<file path="src/rtl/cube_vga_pkg.sv">
// Shared types, the cube-net slot table and the sticker palette for the cube net renderer.
package cube_vga_pkg;

  localparam int unsigned FACE_COUNT = 6;
  localparam int unsigned IDX_W      = 9;

  typedef enum logic [2:0] {FaceU, FaceL, FaceF, FaceR, FaceB, FaceD} face_e;

  typedef struct packed {
    logic  hit;
    face_e face;
  } slot_t;

  // Position of each face in the 4x3 cross, indexed by face_e
  localparam int unsigned SLOT_COL [FACE_COUNT] = '{1, 0, 1, 2, 3, 1};
  localparam int unsigned SLOT_ROW [FACE_COUNT] = '{0, 1, 1, 1, 1, 2};

  localparam logic [23:0] PAL_WHITE   = 24'hFFFFFF;
  localparam logic [23:0] PAL_ORANGE  = 24'hFF4000;
  localparam logic [23:0] PAL_GREEN   = 24'h00FF00;
  localparam logic [23:0] PAL_RED     = 24'hFF0000;
  localparam logic [23:0] PAL_BLUE    = 24'h0000FF;
  localparam logic [23:0] PAL_YELLOW  = 24'hFFFF00;
  localparam logic [23:0] PAL_INVALID = 24'hFF00FF;

  function automatic logic [23:0] palette(input logic [2:0] code);
    logic [23:0] c;
    case (code)
      3'd0:    c = PAL_WHITE;
      3'd1:    c = PAL_ORANGE;
      3'd2:    c = PAL_GREEN;
      3'd3:    c = PAL_RED;
      3'd4:    c = PAL_BLUE;
      3'd5:    c = PAL_YELLOW;
      default: c = PAL_INVALID;
    endcase
    return c;
  endfunction

  function automatic slot_t face_at(input logic [1:0] scol, input logic [1:0] srow);
    slot_t r;
    r.hit  = 1'b0;
    r.face = FaceU;
    for (int f = 0; f < FACE_COUNT; f++) begin
      if (scol == 2'(SLOT_COL[f]) && srow == 2'(SLOT_ROW[f])) begin
        r.hit  = 1'b1;
        r.face = face_e'(3'(f));
      end
    end
    return r;
  endfunction

endpackage

</file>
<file path="src/rtl/cube_net_tracker.sv">
// Stage S1: follows the raster with offset/cell counters and decodes face, sticker index and gap.
module cube_net_tracker
  import cube_vga_pkg::*;
#(
  parameter int unsigned CUBE_N     = 3,
  parameter int unsigned STICKER_PX = 20,
  parameter int unsigned GAP_PX     = 2,
  parameter int unsigned ORIGIN_X   = 80,
  parameter int unsigned ORIGIN_Y   = 60
) (
  input  logic             clk,
  input  logic             rst,
  input  logic             pix_valid,
  input  logic [9:0]       pix_x,
  input  logic [9:0]       pix_y,
  output logic             s1_valid,
  output logic             s1_hit,
  output logic             s1_gap,
  output logic [IDX_W-1:0] s1_idx
);

  localparam int unsigned P      = STICKER_PX + GAP_PX;
  localparam int unsigned OFF_W  = $clog2(P);
  localparam int unsigned CELL_W = 5;
  localparam logic [OFF_W-1:0]  OFF_LAST = OFF_W'(P - 1);
  localparam logic [OFF_W-1:0]  OFF_GAP  = OFF_W'(STICKER_PX);
  localparam logic [CELL_W-1:0] H_END    = CELL_W'(4 * CUBE_N);
  localparam logic [CELL_W-1:0] V_END    = CELL_W'(3 * CUBE_N);
  localparam logic [9:0]        X0       = 10'(ORIGIN_X);
  localparam logic [9:0]        Y0       = 10'(ORIGIN_Y);

  logic [OFF_W-1:0]  h_off_q, h_off_d, v_off_q, v_off_d;
  logic [CELL_W-1:0] h_cell_q, h_cell_d, v_cell_q, v_cell_d;
  logic [CELL_W-1:0] col_base, row_base, col, row;
  logic [1:0]        scol, srow;
  logic              outside, hit_d, gap_d;
  logic [IDX_W-1:0]  idx_d;
  slot_t             slot;

  always_comb begin
    h_off_d  = h_off_q;
    h_cell_d = h_cell_q;
    v_off_d  = v_off_q;
    v_cell_d = v_cell_q;
    if (pix_valid) begin
      if (pix_x == X0) begin
        h_off_d  = '0;
        h_cell_d = '0;
      end else if (h_off_q == OFF_LAST) begin
        h_off_d = '0;
        if (h_cell_q < H_END) h_cell_d = h_cell_q + CELL_W'(1);
      end else begin
        h_off_d = h_off_q + OFF_W'(1);
      end
      // Vertical state advances once per line, on its first pixel
      if (pix_x == '0) begin
        if (pix_y == Y0) begin
          v_off_d  = '0;
          v_cell_d = '0;
        end else if (v_off_q == OFF_LAST) begin
          v_off_d = '0;
          if (v_cell_q < V_END) v_cell_d = v_cell_q + CELL_W'(1);
        end else begin
          v_off_d = v_off_q + OFF_W'(1);
        end
      end
    end
  end

  always_comb begin
    scol     = '0;
    col_base = '0;
    srow     = '0;
    row_base = '0;
    for (int k = 1; k < 4; k++) begin
      if (h_cell_d >= CELL_W'(k * CUBE_N)) begin
        scol     = 2'(k);
        col_base = CELL_W'(k * CUBE_N);
      end
    end
    for (int k = 1; k < 3; k++) begin
      if (v_cell_d >= CELL_W'(k * CUBE_N)) begin
        srow     = 2'(k);
        row_base = CELL_W'(k * CUBE_N);
      end
    end
    col     = h_cell_d - col_base;
    row     = v_cell_d - row_base;
    slot    = face_at(scol, srow);
    outside = (pix_x < X0) || (pix_y < Y0) || (h_cell_d >= H_END) || (v_cell_d >= V_END);
    hit_d   = pix_valid && !outside && slot.hit;
    gap_d   = (h_off_d >= OFF_GAP) || (v_off_d >= OFF_GAP);
    idx_d   = '0;
    if (hit_d) begin
      idx_d = IDX_W'(32'(slot.face) * CUBE_N * CUBE_N + 32'(row) * CUBE_N + 32'(col));
    end
  end

  always_ff @(posedge clk or posedge rst) begin
    if (rst) begin
      h_off_q  <= '0;
      h_cell_q <= '0;
      v_off_q  <= '0;
      v_cell_q <= '0;
      s1_valid <= 1'b0;
      s1_hit   <= 1'b0;
      s1_gap   <= 1'b0;
      s1_idx   <= '0;
    end else begin
      h_off_q  <= h_off_d;
      h_cell_q <= h_cell_d;
      v_off_q  <= v_off_d;
      v_cell_q <= v_cell_d;
      s1_valid <= pix_valid;
      s1_hit   <= hit_d;
      s1_gap   <= gap_d;
      s1_idx   <= idx_d;
    end
  end

endmodule

</file>
<file path="src/rtl/cube_net_renderer.sv">
// Framebuffer-free cube-net renderer with double-buffered sticker colours.
// Optional blinking sticker cursor is enabled by defining CUBE_CURSOR_EN.
module cube_net_renderer
  import cube_vga_pkg::*;
#(
  parameter int unsigned CUBE_N     = 3,
  parameter int unsigned COLOR_W    = 3,
  parameter int unsigned STICKER_PX = 20,
  parameter int unsigned GAP_PX     = 2,
  parameter int unsigned ORIGIN_X   = 80,
  parameter int unsigned ORIGIN_Y   = 60,
  parameter logic [23:0] GAP_RGB    = 24'h202020
) (
  input  logic                                       clk,
  input  logic                                       rst,
`ifdef CUBE_CURSOR_EN
  input  logic                                       cursor_on,
  input  logic [7:0]                                 cursor_idx,
`endif
  input  logic                                       pix_valid,
  input  logic [9:0]                                 pix_x,
  input  logic [9:0]                                 pix_y,
  input  logic                                       frame_done,
  input  logic                                       color_load,
  input  logic [FACE_COUNT*CUBE_N*CUBE_N*COLOR_W-1:0] color_in,
  output logic                                       color_busy,
  output logic                                       rgb_valid,
  output logic [23:0]                                rgb
);

  localparam int unsigned NUM_STICKERS = FACE_COUNT * CUBE_N * CUBE_N;
  localparam int unsigned VEC_W        = NUM_STICKERS * COLOR_W;

  function automatic logic [VEC_W-1:0] solved_vec();
    logic [VEC_W-1:0] v;
    v = '0;
    for (int s = 0; s < NUM_STICKERS; s++) begin
      v[s*COLOR_W +: COLOR_W] = COLOR_W'(s / (CUBE_N * CUBE_N));
    end
    return v;
  endfunction

  localparam logic [VEC_W-1:0] SOLVED = solved_vec();

  logic             s1_valid, s1_hit, s1_gap;
  logic [IDX_W-1:0] s1_idx;
  logic [VEC_W-1:0] pending_q, displayed_q;
  logic [COLOR_W-1:0] code;
  logic [23:0]      sticker_rgb, rgb_d;

  cube_net_tracker #(
    .CUBE_N     (CUBE_N),
    .STICKER_PX (STICKER_PX),
    .GAP_PX     (GAP_PX),
    .ORIGIN_X   (ORIGIN_X),
    .ORIGIN_Y   (ORIGIN_Y)
  ) u_tracker (
    .clk       (clk),
    .rst       (rst),
    .pix_valid (pix_valid),
    .pix_x     (pix_x),
    .pix_y     (pix_y),
    .s1_valid  (s1_valid),
    .s1_hit    (s1_hit),
    .s1_gap    (s1_gap),
    .s1_idx    (s1_idx)
  );

`ifdef CUBE_CURSOR_EN
  logic [4:0] frame_cnt_q;

  always_ff @(posedge clk or posedge rst) begin
    if (rst) begin
      frame_cnt_q <= '0;
    end else if (frame_done) begin
      frame_cnt_q <= frame_cnt_q + 5'd1;
    end
  end
`endif

  always_comb begin
    code        = displayed_q[s1_idx*COLOR_W +: COLOR_W];
    sticker_rgb = palette(3'(code));
`ifdef CUBE_CURSOR_EN
    if (cursor_on && s1_idx == IDX_W'(cursor_idx) && frame_cnt_q[4]) begin
      sticker_rgb = sticker_rgb ^ 24'hFFFFFF;
    end
`endif
    rgb_d = '0;
    if (s1_valid && s1_hit) begin
      rgb_d = s1_gap ? GAP_RGB : sticker_rgb;
    end
  end

  // A load coinciding with frame_done commits the previous pending value first
  always_ff @(posedge clk or posedge rst) begin
    if (rst) begin
      rgb         <= '0;
      rgb_valid   <= 1'b0;
      pending_q   <= '0;
      color_busy  <= 1'b0;
      displayed_q <= SOLVED;
    end else begin
      rgb       <= rgb_d;
      rgb_valid <= s1_valid;
      if (frame_done && color_busy) displayed_q <= pending_q;
      if (color_load) begin
        pending_q  <= color_in;
        color_busy <= 1'b1;
      end else if (frame_done) begin
        color_busy <= 1'b0;
      end
    end
  end

endmodule
</file>
<file path="config.mk">
export PLATFORM = sky130hd
export DESIGN_NAME = cube_net_renderer
export DESIGN_NICKNAME = d
export VERILOG_FILES = /design/src/rtl/cube_vga_pkg.sv /design/src/rtl/cube_net_tracker.sv /design/src/rtl/cube_net_renderer.sv
export SDC_FILE = /design/constraint.sdc
export NUM_CORES = 1
export LEC_CHECK = 0
export BUFFER_PORTS_ARGS = -buffer_cell sky130_fd_sc_hd__buf_2
export CORE_ASPECT_RATIO = 0.6
export CORE_MARGIN = 2
export CORE_UTILIZATION = 25
export CTS_CLUSTER_DIAMETER = 120
export CTS_CLUSTER_SIZE = 40
export DETAILED_ROUTE_END_ITERATION = 10
export PLACE_DENSITY = 0.38
export SLEW_MARGIN = 15
export SYNTH_ARGS = -nofsm -noshare
export SYNTH_HDL_FRONTEND = slang
export SYNTH_SLANG_ARGS = --single-unit
</file>
<file path="constraint.sdc">
create_clock -name clk -period 11.9 [get_ports clk]
set_input_delay 0.595 -clock clk [delete_from_list [all_inputs] [get_ports clk]]
set_output_delay 0.595 -clock clk [all_outputs]
set_load 0.01 [all_outputs]
</file>
==> impl_metrics.toml <==
[routing]
antenna_left = 0
post_drt_wl_per_cell_um = 18.66
wl_mm = 42.30
viasPerCell = 4.395
drtIter0Drc = 474
drc = 0
dr.pass1.iters = 5
vias = 9964

[logic_synthesis]
ys_seq_area_frac = 0.5475
postSynth.asyncResetShare = 1.000
yosysWarnings = 0
yosysTopAreaCellShare = 0.4489
syn-instance-count = 1193
netlist_area_mm2 = 0.01678
syn-num-nets = 1423
synth_edf_count = 0
avgSynthCellArea_um2 = 14.07
synth_ff_type = "dfrtp_1"
synth_cell_types = 71
yosysMostFrequentCell = "mux2_2"
synth.top_cells.by_area = "dfrtp_1, mux2_2, dfstp_2, mux4_2, mux2i_1"
synth_area_leader_cell = "dfrtp_1"
yosys-top-cells-count = "mux2_2, dfrtp_1, dfstp_2"
synth-seq-cells = 364

[clock_tree]
numCtsBuffers = 13
cts.repair.resized = 0
clockBufferDepth = 3
cts_max_level = 1
root_buffer = "clkbuf_16"
clk_latency_ns = 0.54
cts.clk_slew.worst_paths_ns = 0.15
post_cts_buffers = 0
cts_hold_buffers = 0
cts_tree = "yes"
cts.sink_count = 364

[global_routing]
grt_pass1_vias = 10360
grt_pass1_wl_mm = 65.09
grt_util_met2 = 0.1832
grt_max_degree = 120
grt_busiest_layer = "met1"
grt_util_met1 = 0.1864
antenna_found_initial = 3
grtUsageMet3 = 0.01902
overflow = 0
track_usage = 0.1217

[placed_design]
io_buffer_count = 212
hpwlAfterDp_mm = 29.49
gp_congestion = 0.7512
placed_cells = 2245

[sta]
rsz0062_at_grt = "false"
timing.final.crit_share = 0.5097
clock_skew_ns = 0.02108
relSlewSlack = 0.2545
worstMarginPinSlew_ns = 1.118
tns_ns = 0
finalSetupViolCount = 0
fmax_mhz = 164.9
slew_violations = 0
final_hold_viol_count = 0
post-route-min-period_ns = 6.065

[worst_setup_path]
path_cells = "inv_1 -> ha_1 -> nand4b_1 -> or2_2 -> o41a_1 -> nor2_2 -> or3_1 -> inv_1 -> ha_1 -> fa_1 -> xor2_1 -> fa_1 -> fa_1 -> inv_1 -> ha_1 -> a21o_1 -> a21oi_1 -> xnor2_1 -> ha_1 -> a21oi_1 -> nor2b_1 -> a21oi_1 -> nor3b_1"
crit_start = "u_tracker.v_off_q[1]"
critPathMaxFanout = 7
cp.arrival_ns = 6.52
critical-path-top-delay-family = "adder cells"
r2r-start = "u_tracker.v_off_q[1]"
crit_path_top_delay_cell = "fa_1"
cp-start-kind = "flop"
critPathRequiredTime_ns = 12.35
max_stage_delay_ns = 0.58
crit_top_cell = "ha_1"
worst-path-buf-inv = 3
cp-end-kind = "flop"
worstSetupPathType = "flop to flop"

[layout]
nets = 1590
fillers = 6803
drive_gt1_frac = 0.4934
area_delta_synth_final_pct = 13.87
fin_cells = 2267

[pwr]
switching_power_uw = 1134
p_per_area_mw_per_mm2 = 175.4
power_leakage_uw = 0.008088
seq_power_share = 0.475
vdd_drop_max_mv = 0.08683
swShare = 0.3383
clock_power_share = 0.187
comb_power_share = 0.338
internal_power_uw = 2218

[flow_run]
maxCapViolCount = 0

[min_path]
hold_class = "primary input to async pin"

[outcome]
outcome = "finished clean"

[floorplanning]
design.portCount = 213
core-area_mm2 = 0.06631
row_count = 73
die_x_um = 338.5
die_h_um = 204.7
die_area_mm2 = 0.06928
initial_core_util = 0.2531
power groups by stage:
stage	Combinational [uW]	Sequential (uW)	Clock [uW]
2_1_floorplan	868	1570	0
3_3_place_gp	1170	1620	0
3_5_place_dp	1170	1620	0
4_1_cts	1170	1600	676
5_1_grt	1280	1620	711
6_report	1130	1590	626
final cells by class:
cell class                 instances  area, um2  area share
sequential                       364       9193      0.4811
multi-input combinational        714       7079      0.3705
timing repair buffer             223       1150     0.06018
clock buffer                      17      340.3     0.01781
inverter                          44      172.7    0.009036
clock inverter                     4      45.04    0.002357
antenna                            1      2.502   0.0001310
tap                              900       1126     0.05893
registers in the layout, summed over array words and instances, names as in the netlist:
signal,count
displayed_q,162
pending_q,162
u_tracker.s1_idx,8
rgb,7
u_tracker.h_cell_q,5
u_tracker.h_off_q,5
u_tracker.v_cell_q,5
u_tracker.v_off_q,5
color_busy,1
rgb_valid,1
u_tracker.s1_gap,1
u_tracker.s1_hit,1
u_tracker.s1_valid,1
cell families after synthesis:
logic type                 synth area share
adders and majority gates           0.03788
buffers and inverters               0.03109
xor gates and xnor gates           0.009395
muxes                                0.2762
DFF                                  0.5475
AOI/OAI and AO/OA                   0.05242
and+or+nand+nor                     0.04548
layout by cell type, fill, tap and decap left out, types with 3 or more instances in the layout:
cell and count:
or4_1 5, nor2b_1 13, xor2_1 8, o21a_1 7, nand4b_1 3, mux2_2 328
a21o_1 6, nor2_1 24, nand4_1 4, mux2i_1 39, nand3_1 14, dfrtp_1 299
buf_4 11, inv_1 42, a221oi_1 10, and2_1 9, nand2b_1 3, nor3_1 8
buf_2 211, clkbuf_1 4, mux4_1 3, nand2_1 24, a31oi_1 7, dfstp_2 63
mux4_2 21, or3_1 4, a31o_2 5, a22oi_1 5, a21oi_1 21, ha_1 30
fa_1 13, o21bai_1 4, o21ai_0 20, xnor2_1 10, a211oi_1 3, o31ai_1 13
clkbuf_16 13, nor4_1 5, or2_2 3, and3_1 5
final timing paths:
kind	to	slack (ns)	cells after the start
worst max-delay path	u_tracker.s1_idx[7]	5.84	23
worst min-delay path	pending_q[80]	0.19	2
worst max register to register	u_tracker.s1_idx[7]	5.84	23
worst min register to register	rgb_valid	0.43	0
max in group asynchronous	u_tracker.s1_idx[0]	9.45	4
min in group clk	pending_q[161]	0.27	2
metal layers:
layer  wire, um  vias up
li1           -     4630
met1      22590     5191
met2      17990      125
met3       1198       18
met4        508        0
met5          0        -
stage by stage:
stage	worst slack (ns)	hold slack [ns]	cell area [um2]	power, uW	utilization
5_1_grt	5.233	0.2234	19110	3612	0.2881
6_report	5.835	0.1886	19110	3352	0.2882
3_3_place_gp	5.523	0.4090	18720	2785	0.2823
3_5_place_dp	5.474	0.4075	18720	2786	0.2823
4_1_cts	5.765	0.2197	19110	3444	0.2881
2_1_floorplan	1.306	0.3747	16780	2435	-
(Power assumes the default switching activity.)
